==> src/rtl/timer_ctrl_if.sv <==
// Request/counter bundle between the microcode sequencer, timer_ctrl and one delay counter.
// The abort/aborted pair exists only when TIMER_CTRL_ABORT_EN is defined.
interface timer_ctrl_if #(
  parameter int WIDTH      = 10,
  parameter int PRESCALE_W = 8
);
  logic                  req_valid;
  logic                  req_ready;
  logic [WIDTH-1:0]      req_delay;
  logic [PRESCALE_W-1:0] req_prescale;
  logic                  busy;
  logic                  done;
  logic                  ctr_en;
  logic                  ctr_reset;
  logic [WIDTH-1:0]      ctr_threshold;
  logic                  ctr_finished;
`ifdef TIMER_CTRL_ABORT_EN
  logic                  abort;
  logic                  aborted;
`endif

  modport slave (
    input  req_valid, req_delay, req_prescale, ctr_finished,
`ifdef TIMER_CTRL_ABORT_EN
    input  abort,
    output aborted,
`endif
    output req_ready, busy, done, ctr_en, ctr_reset, ctr_threshold
  );

  modport master (
    output req_valid, req_delay, req_prescale, ctr_finished,
`ifdef TIMER_CTRL_ABORT_EN
    output abort,
    input  aborted,
`endif
    input  req_ready, busy, done, ctr_en, ctr_reset, ctr_threshold
  );
endinterface

==> src/rtl/timer_ctrl.sv <==
// Delay-counter initiator: takes a delay request, drives a prescaled tick into the counter, pulses done.
// Optional cancel path enabled by defining TIMER_CTRL_ABORT_EN.
module timer_ctrl #(
  parameter int WIDTH      = 10,
  parameter int PRESCALE_W = 8
) (
  input  logic         clk,
  input  logic         reset_n,
  timer_ctrl_if.slave  bus
);

`ifdef TIMER_CTRL_ABORT_EN
  typedef enum logic [2:0] {IDLE, CLEAR, RUN, DONE, ABORT} state_t;
`else
  typedef enum logic [1:0] {IDLE, CLEAR, RUN, DONE} state_t;
`endif

  state_t                r_state;
  state_t                w_next_state;
  logic [PRESCALE_W-1:0] r_cnt;
  logic [PRESCALE_W-1:0] r_prescale;
  logic [WIDTH-1:0]      r_threshold;

  logic w_handshake;
  logic w_tick;
  logic w_ready;
  logic w_busy;
  logic w_done;
  logic w_en;
  logic w_rst;
`ifdef TIMER_CTRL_ABORT_EN
  logic w_aborted;
`endif

  assign w_handshake = bus.req_valid && w_ready;
  assign w_tick      = (r_cnt == r_prescale);

  always_ff @(posedge clk or negedge reset_n) begin
    if (!reset_n) begin
      r_state     <= IDLE;
      r_cnt       <= '0;
      r_prescale  <= '0;
      r_threshold <= '0;
    end else begin
      r_state <= w_next_state;
      if (w_handshake) begin
        r_threshold <= bus.req_delay;
        r_prescale  <= bus.req_prescale;
      end
      // Count restarts in CLEAR so the first tick lands P cycles into RUN.
      if (r_state == CLEAR) begin
        r_cnt <= '0;
      end else if (r_state == RUN) begin
        r_cnt <= w_tick ? '0 : r_cnt + PRESCALE_W'(1);
      end
    end
  end

  always_comb begin
    w_next_state = r_state;
    w_ready      = 1'b0;
    w_busy       = 1'b1;
    w_done       = 1'b0;
    w_en         = 1'b0;
    w_rst        = 1'b0;
`ifdef TIMER_CTRL_ABORT_EN
    w_aborted    = 1'b0;
`endif
    case (r_state)
      IDLE: begin
        w_ready = 1'b1;
        w_busy  = 1'b0;
        if (bus.req_valid) w_next_state = CLEAR;
      end
      CLEAR: begin
        w_en  = 1'b1;
        w_rst = 1'b1;
`ifdef TIMER_CTRL_ABORT_EN
        w_next_state = bus.abort ? ABORT : RUN;
`else
        w_next_state = RUN;
`endif
      end
      RUN: begin
        w_en = w_tick;
        // A finish arriving together with abort still completes normally.
        if (bus.ctr_finished) begin
          w_next_state = DONE;
`ifdef TIMER_CTRL_ABORT_EN
        end else if (bus.abort) begin
          w_next_state = ABORT;
`endif
        end
      end
      DONE: begin
        w_done       = 1'b1;
        w_en         = 1'b1;
        w_rst        = 1'b1;
        w_next_state = IDLE;
      end
`ifdef TIMER_CTRL_ABORT_EN
      ABORT: begin
        w_en         = 1'b1;
        w_rst        = 1'b1;
        w_aborted    = 1'b1;
        w_next_state = IDLE;
      end
`endif
      default: begin
        w_next_state = IDLE;
      end
    endcase
  end

  assign bus.req_ready     = w_ready;
  assign bus.busy          = w_busy;
  assign bus.done          = w_done;
  assign bus.ctr_en        = w_en;
  assign bus.ctr_reset     = w_rst;
  assign bus.ctr_threshold = r_threshold;
`ifdef TIMER_CTRL_ABORT_EN
  assign bus.aborted       = w_aborted;
`endif

endmodule

==> src/flat_wrapper.sv <==
// flat-port wrapper written by rule: the top's interface ports become plain ports
module timer_ctrl_flat 
#(
  parameter int WIDTH      = 10,
  parameter int PRESCALE_W = 8
)
  (clk, reset_n, bus_req_valid, bus_req_delay, bus_req_prescale, bus_ctr_finished, bus_req_ready, bus_busy, bus_done, bus_ctr_en, bus_ctr_reset, bus_ctr_threshold);
  timer_ctrl_if #(.WIDTH(WIDTH), .PRESCALE_W(PRESCALE_W)) bus_i ();
  input  logic clk;
  input  logic reset_n;
  input wire logic [$bits(bus_i.req_valid)-1:0] bus_req_valid;
  input wire logic [$bits(bus_i.req_delay)-1:0] bus_req_delay;
  input wire logic [$bits(bus_i.req_prescale)-1:0] bus_req_prescale;
  input wire logic [$bits(bus_i.ctr_finished)-1:0] bus_ctr_finished;
  output wire logic [$bits(bus_i.req_ready)-1:0] bus_req_ready;
  output wire logic [$bits(bus_i.busy)-1:0] bus_busy;
  output wire logic [$bits(bus_i.done)-1:0] bus_done;
  output wire logic [$bits(bus_i.ctr_en)-1:0] bus_ctr_en;
  output wire logic [$bits(bus_i.ctr_reset)-1:0] bus_ctr_reset;
  output wire logic [$bits(bus_i.ctr_threshold)-1:0] bus_ctr_threshold;
  assign bus_i.req_valid = bus_req_valid;
  assign bus_i.req_delay = bus_req_delay;
  assign bus_i.req_prescale = bus_req_prescale;
  assign bus_i.ctr_finished = bus_ctr_finished;
  assign bus_req_ready = bus_i.req_ready;
  assign bus_busy = bus_i.busy;
  assign bus_done = bus_i.done;
  assign bus_ctr_en = bus_i.ctr_en;
  assign bus_ctr_reset = bus_i.ctr_reset;
  assign bus_ctr_threshold = bus_i.ctr_threshold;
  timer_ctrl #(.WIDTH(WIDTH), .PRESCALE_W(PRESCALE_W)) u_core (.clk(clk), .reset_n(reset_n), .bus(bus_i));
endmodule
==> config.mk <==
export PLATFORM = sky130hd
export DESIGN_NAME = timer_ctrl_flat
export DESIGN_NICKNAME = d
export VERILOG_FILES = /design/src/rtl/timer_ctrl_if.sv /design/src/rtl/timer_ctrl.sv /design/src/flat_wrapper.sv
export SDC_FILE = /design/constraint.sdc
export NUM_CORES = 1
export LEC_CHECK = 0
export BUFFER_PORTS_ARGS = -buffer_cell sky130_fd_sc_hd__buf_4
export CAP_MARGIN = 20
export CORE_MARGIN = 1
export CORE_UTILIZATION = 45
export DETAILED_ROUTE_END_ITERATION = 7
export HOLD_SLACK_MARGIN = 0.08
export PLACE_DENSITY = 0.66
export SETUP_SLACK_MARGIN = 0.2
export SKIP_CTS_REPAIR_TIMING = 1
export SYNTH_ARGS = -nofsm -noshare
export SYNTH_HDL_FRONTEND = slang
export SYNTH_SLANG_ARGS = --single-unit
==> constraint.sdc <==
create_clock -name clk -period 4.4 [get_ports clk]
set_input_delay 0.22 -clock clk [delete_from_list [all_inputs] [get_ports clk]]
set_output_delay 0.22 -clock clk [all_outputs]
set_load 0.01 [all_outputs]
# Word level (Yosys, flattened, before mapping)
# Index checks and enable logic that the tools add are counted.
# op_classes
addsub	1
n_eq_ne	6
mux	11
reduce_logical	5
# op_table
operator	count
$mux 8	3
$add 8x1->8 const B	1
$eq 8x8->1	1
$pmux 2 s4	1
$eq 2x2->1 const B	2
$mux 1	4
$mux 2	2
$ne 2x2->1 const B	2
$eq 2x1->1 const B	1
$logic_not 2->1	1
$pmux 1 s2	1
$reduce_and 2->1	1
$reduce_bool 2->1	1
$reduce_or 2->1	1
$logic_and 1x1->1	1
# word_totals
reg_bits	28

# Longest topological paths before layout
# logic_depth
depth_word	4
ltp_mapped	6

# Worst setup path before layout
# No wires, ideal clock.
# synth_timing
kind	register to register
startpoint	reg u_core.r_state[0]
endpoint	reg u_core.r_threshold[0] (netlist: u_core.bus.ctr_threshold[0])
setup_time_ns	0.125
arrival_ns	1.439
required_time_ns	4.275
setup_slack_ns	2.837
path_stages_with_launch	6
path_cell_list	dfrtp_1 -> inv_1 -> ha_1 -> nand2_2 -> buf_2 -> mux2_2
# synth_between
elab_chain_cells	3
# synth_rtl
item	line_no	source
start, declared	timer_ctrl.sv:18	state_t r_state;
start signal, assigned	timer_ctrl.sv:45	r_state <= w_next_state;
$logic_not 2->1	timer_ctrl.sv:69	case (r_state)
$mux 1	timer_ctrl.sv:69	
via bus_req_ready	flat_wrapper.sv:15	output wire logic [$bits(bus_i.req_ready)-1:0] bus_req_ready;
$logic_and 1x1->1	timer_ctrl.sv:35	assign w_handshake = bus.req_valid && w_ready;
end signal, assigned	timer_ctrl.sv:47	r_threshold <= bus.req_delay;
end, declared	timer_ctrl.sv:22	logic [WIDTH-1:0] r_threshold;
# The timed path passes the listed nets, and every way through them passes these cells.
# A chain may end at the register's enable or synchronous reset.

# Final worst setup path
# layout_timing
startpoint	reg u_core.r_cnt[0]
endpoint	out bus_ctr_en
# layout_between
elab_chain_cells	2
# layout_rtl
item	line_no	source
start, declared	timer_ctrl.sv:20	logic [PRESCALE_W-1:0] r_cnt;
start signal, assigned	timer_ctrl.sv:54	r_cnt <= w_tick ? '0 : r_cnt + PRESCALE_W'(1);
$eq 8x8->1	timer_ctrl.sv:36	assign w_tick = (r_cnt == r_prescale);
$pmux 1 s2	timer_ctrl.sv:69	
end, declared	flat_wrapper.sv:18	output wire logic [$bits(bus_i.ctr_en)-1:0] bus_ctr_en;
# No other way between the ends.

==> results_dict.tcl <==
set metrics [dict create \
    status "completed" \
    max-vdd-ir-drop_uv 338.6 \
    multiInputGateArea_um2 623.1 \
    ys.flop_type "dfrtp_1" \
    drc 0 \
    clockBufferDepth 2 \
    rr_startpoint "u_core.r_state[0]$_DFFE_PN0P_" \
    synth_compound_area_share_pct 7.097 \
    wl_per_cell_um 14.23 \
    io_buffers 36 \
    clkSinkCount 28 \
    p_switching_uw 452.7 \
    synth.most_common_cell "dfrtp_1" \
    ctsRootBufferMaster "clkbuf_4" \
    synth_common_cells "28 x dfrtp_1, 18 x mux2_2, 8 x inv_1" \
    die_y_um 57.28 \
    crit_start "u_core.r_cnt[0]$_DFFE_PN0P_" \
    power_density_nw_per_um2 684.7 \
    slew_viol_final 0 \
    synthToLayoutAreaGrowth_pct 31.30 \
    synth.avg_cell_area_um2 12.62 \
    syn-cell-area_um2 1375 \
    syn_inst 109 \
    htree_levels 1 \
    setup_viol_count_final 0 \
    crit_required_ps 4180 \
    hold_path.class "in -> reg" \
    cts_tree "done" \
    num_io_pins 37 \
    switching_share_pct 36.62 \
    die_width_um 57.28 \
    design.core.area_um2 2829 \
    pre_cts_ws_ps 2592 \
    hold_viol 0 \
    worstPathMaxFanout 6 \
    synthAdderAreaFrac_pct 5.460 \
    yosys-mux-area-fraction_pct 15.47 \
    vias_per_cell 5.173 \
    cts_inserted_buffers 3 \
    synth-seq-cells 28 \
    synth_top_family_by_area "multiplexers" \
    drtIter0Drc 28 \
    worstHoldStart "bus_req_prescale[3]" \
    ant_nets 0 \
    num_rows 19 \
    grt_pass1_wl_um 4188 \
    yosys.area_share.xor_xnor_pct 8.826 \
    min_period_over_period_pct 43.51 \
    register_area_um2 700.7 \
    grt_usage_pct 16.74 \
    worst-setup-path-type "reg -> out" \
    seqPwrFrac_pct 38.5 \
    internal-power_uw 783.5 \
    wl_um 2632 \
    nNetsFinal 183 \
    max_freq_mhz 522.3 \
    maxSlewHeadroom_pct 72.88 \
    first_pass_iters 4 \
    drive_gt1_share_pct 41.56 \
    dieArea_um2 3281 \
    clkLatencyLatePin_ps 330 \
    path_cells "xnor2_1 -> nand4_1 -> o32ai_1 -> buf_4" \
    diodes 0 \
    initial_core_util_pct 48.61 \
    cap_violations 0 \
    pwr-share-clk_pct 13.7 \
    dp_hpwl_um 1835 \
    seq_area_frac_synth_pct 50.96 \
    cpLargestDelayFamily "flip-flops" \
    synthTopCellsByArea "dfrtp_1 51%, mux2_2 15%, ha_1 5.5%" \
    worst-path-buf-inv 1 \
    cpPeakStageDelay_ps 480 \
    syn_nets 137 \
    first_global_vias 903 \
    setup_ws_ps 2486 \
    fill_cells 222 \
    arrival_ps 1690 \
    timing.setup.tns_ps 0 \
    vias 957 \
    clk_pin_slew_ps 150 \
    p_total_uw 1236 \
    start_kind "flip-flop" \
    fin_skew_ps 3.262 \
    slowest_stage "dfrtp_1" \
    async_flop_share_pct 100.0 \
    antenna_found_initial 0 \
    ys_warn_count 0 \
    grt.overflow.total 0 \
    gp_congestion 0.7750 \
    yosysTopAreaCell "dfrtp_1" \
    rsz0062_at_grt "false" \
    worstMarginPinSlew_ps 405.3 \
    p_comb_share_pct 47.8 \
    synth.distinct_cells 30 \
    synth-edff-count 0 \
    holdWs_ps 105.4 \
    synth.top_cell.area_share_pct 50.96 \
    grt_max_degree 29 \
    fin_crit_ps 1914 \
    synth_simple_gate_area_share_pct 8.462 \
    endpoint_kind "output pin" \
    p_leak_uw 0.0008388 \
]
==> cells in the final DEF, fill, tap and decap left out, types with 2 or more instances in the layout <==
cell and instances:
buf_4 36, dfrtp_1 28, mux2_2 18, dlygate4sd3_1 9, inv_1 8, xnor2_1 7, ha_1 6, xor2_1 5
a211oi_1 4, nand4_1 3, o32ai_1 3, nand3_1 3, clkbuf_4 3, nor2_1 2, a21oi_1 2, nand2_1 2
==> power by group through the flow <==
stage / combinational [µW] / sequential (µW) / clock, µW
global placement: 575 / 472 / 0
detailed placement: 586 / 479 / 0
global route: 646 / 490 / 184
floorplan: 392 / 471 / 0
finish: 591 / 476 / 169
CTS: 588 / 473 / 174
==> logic make-up after synthesis <==
family	count (synthesis)
flip-flops	28
XOR/XNOR	13
AO/OA/AOI/OAI	12
adder cells (fa/ha/maj)	6
buffers and inverters	12
AND/OR/NAND/NOR	19
multiplexers	19
==> per-layer routing <==
layer	GRT usage, %	vias to the layer above	part of all wire [%]
li1	-	476	-
met1	22.67	453	45
met2	26.72	26	49
met3	5.442	2	4.9
met4	3.136	0	0.53
met5	0	-	0
==> worst paths after layout <==
check | endpoint | slack, ps | cells past startpoint
worst max-delay path | bus_ctr_en | 2490 | 4
min in group asynchronous | u_core.r_cnt[3]$_DFFE_PN0P_ | 320 | 2
max in group asynchronous | u_core.r_prescale[1]$_DFFE_PN0P_ | 3820 | 2
worst min-delay path | u_core.r_prescale[3]$_DFFE_PN0P_ | 110 | 2
worst min register to register | u_core.bus.ctr_threshold[4]$_DFFE_PN0P_ | 530 | 1
worst max register to register | u_core.r_cnt[5]$_DFFE_PN0P_ | 2540 | 6
==> metrics by stage <==
| stage | utilization [%] | area [µm²] | instances |
|---|---|---|---|
| 5_1_grt | 63.82 | 1805 | 185 |
| 2_1_floorplan | - | 1375 | 109 |
| 4_1_cts | 60.64 | 1715 | 176 |
| 6_report | 63.82 | 1805 | 185 |
| 3_3_place_gp | 58.78 | 1663 | 172 |
| 3_5_place_dp | 58.78 | 1663 | 172 |
==> sequential cells by signal, summed over array words and instances, names as in the netlist <==
signal and count:
u_core.r_cnt 8, u_core.r_state 2, u_core.bus.ctr_threshold 10, u_core.r_prescale 8
==> layout make-up <==
class	instances	area share [%]
Tap cell	31	2.148
Clock inverter	1	1.663
Inverter	8	1.663
Clock buffer	3	1.247
Multi-Input combinational cell	69	34.51
Timing Repair Buffer	45	19.96
Sequential cell	28	38.81
==> worst register-to-register path, cell delays in order, from the launching register on <==
cell and delay [ps]:
dfrtp_1 440, inv_1 100, ha_1 540, and3_1 240
nand4_1 120, xor2_1 170, a211oi_1 180
(Power assumes the default switching activity.)
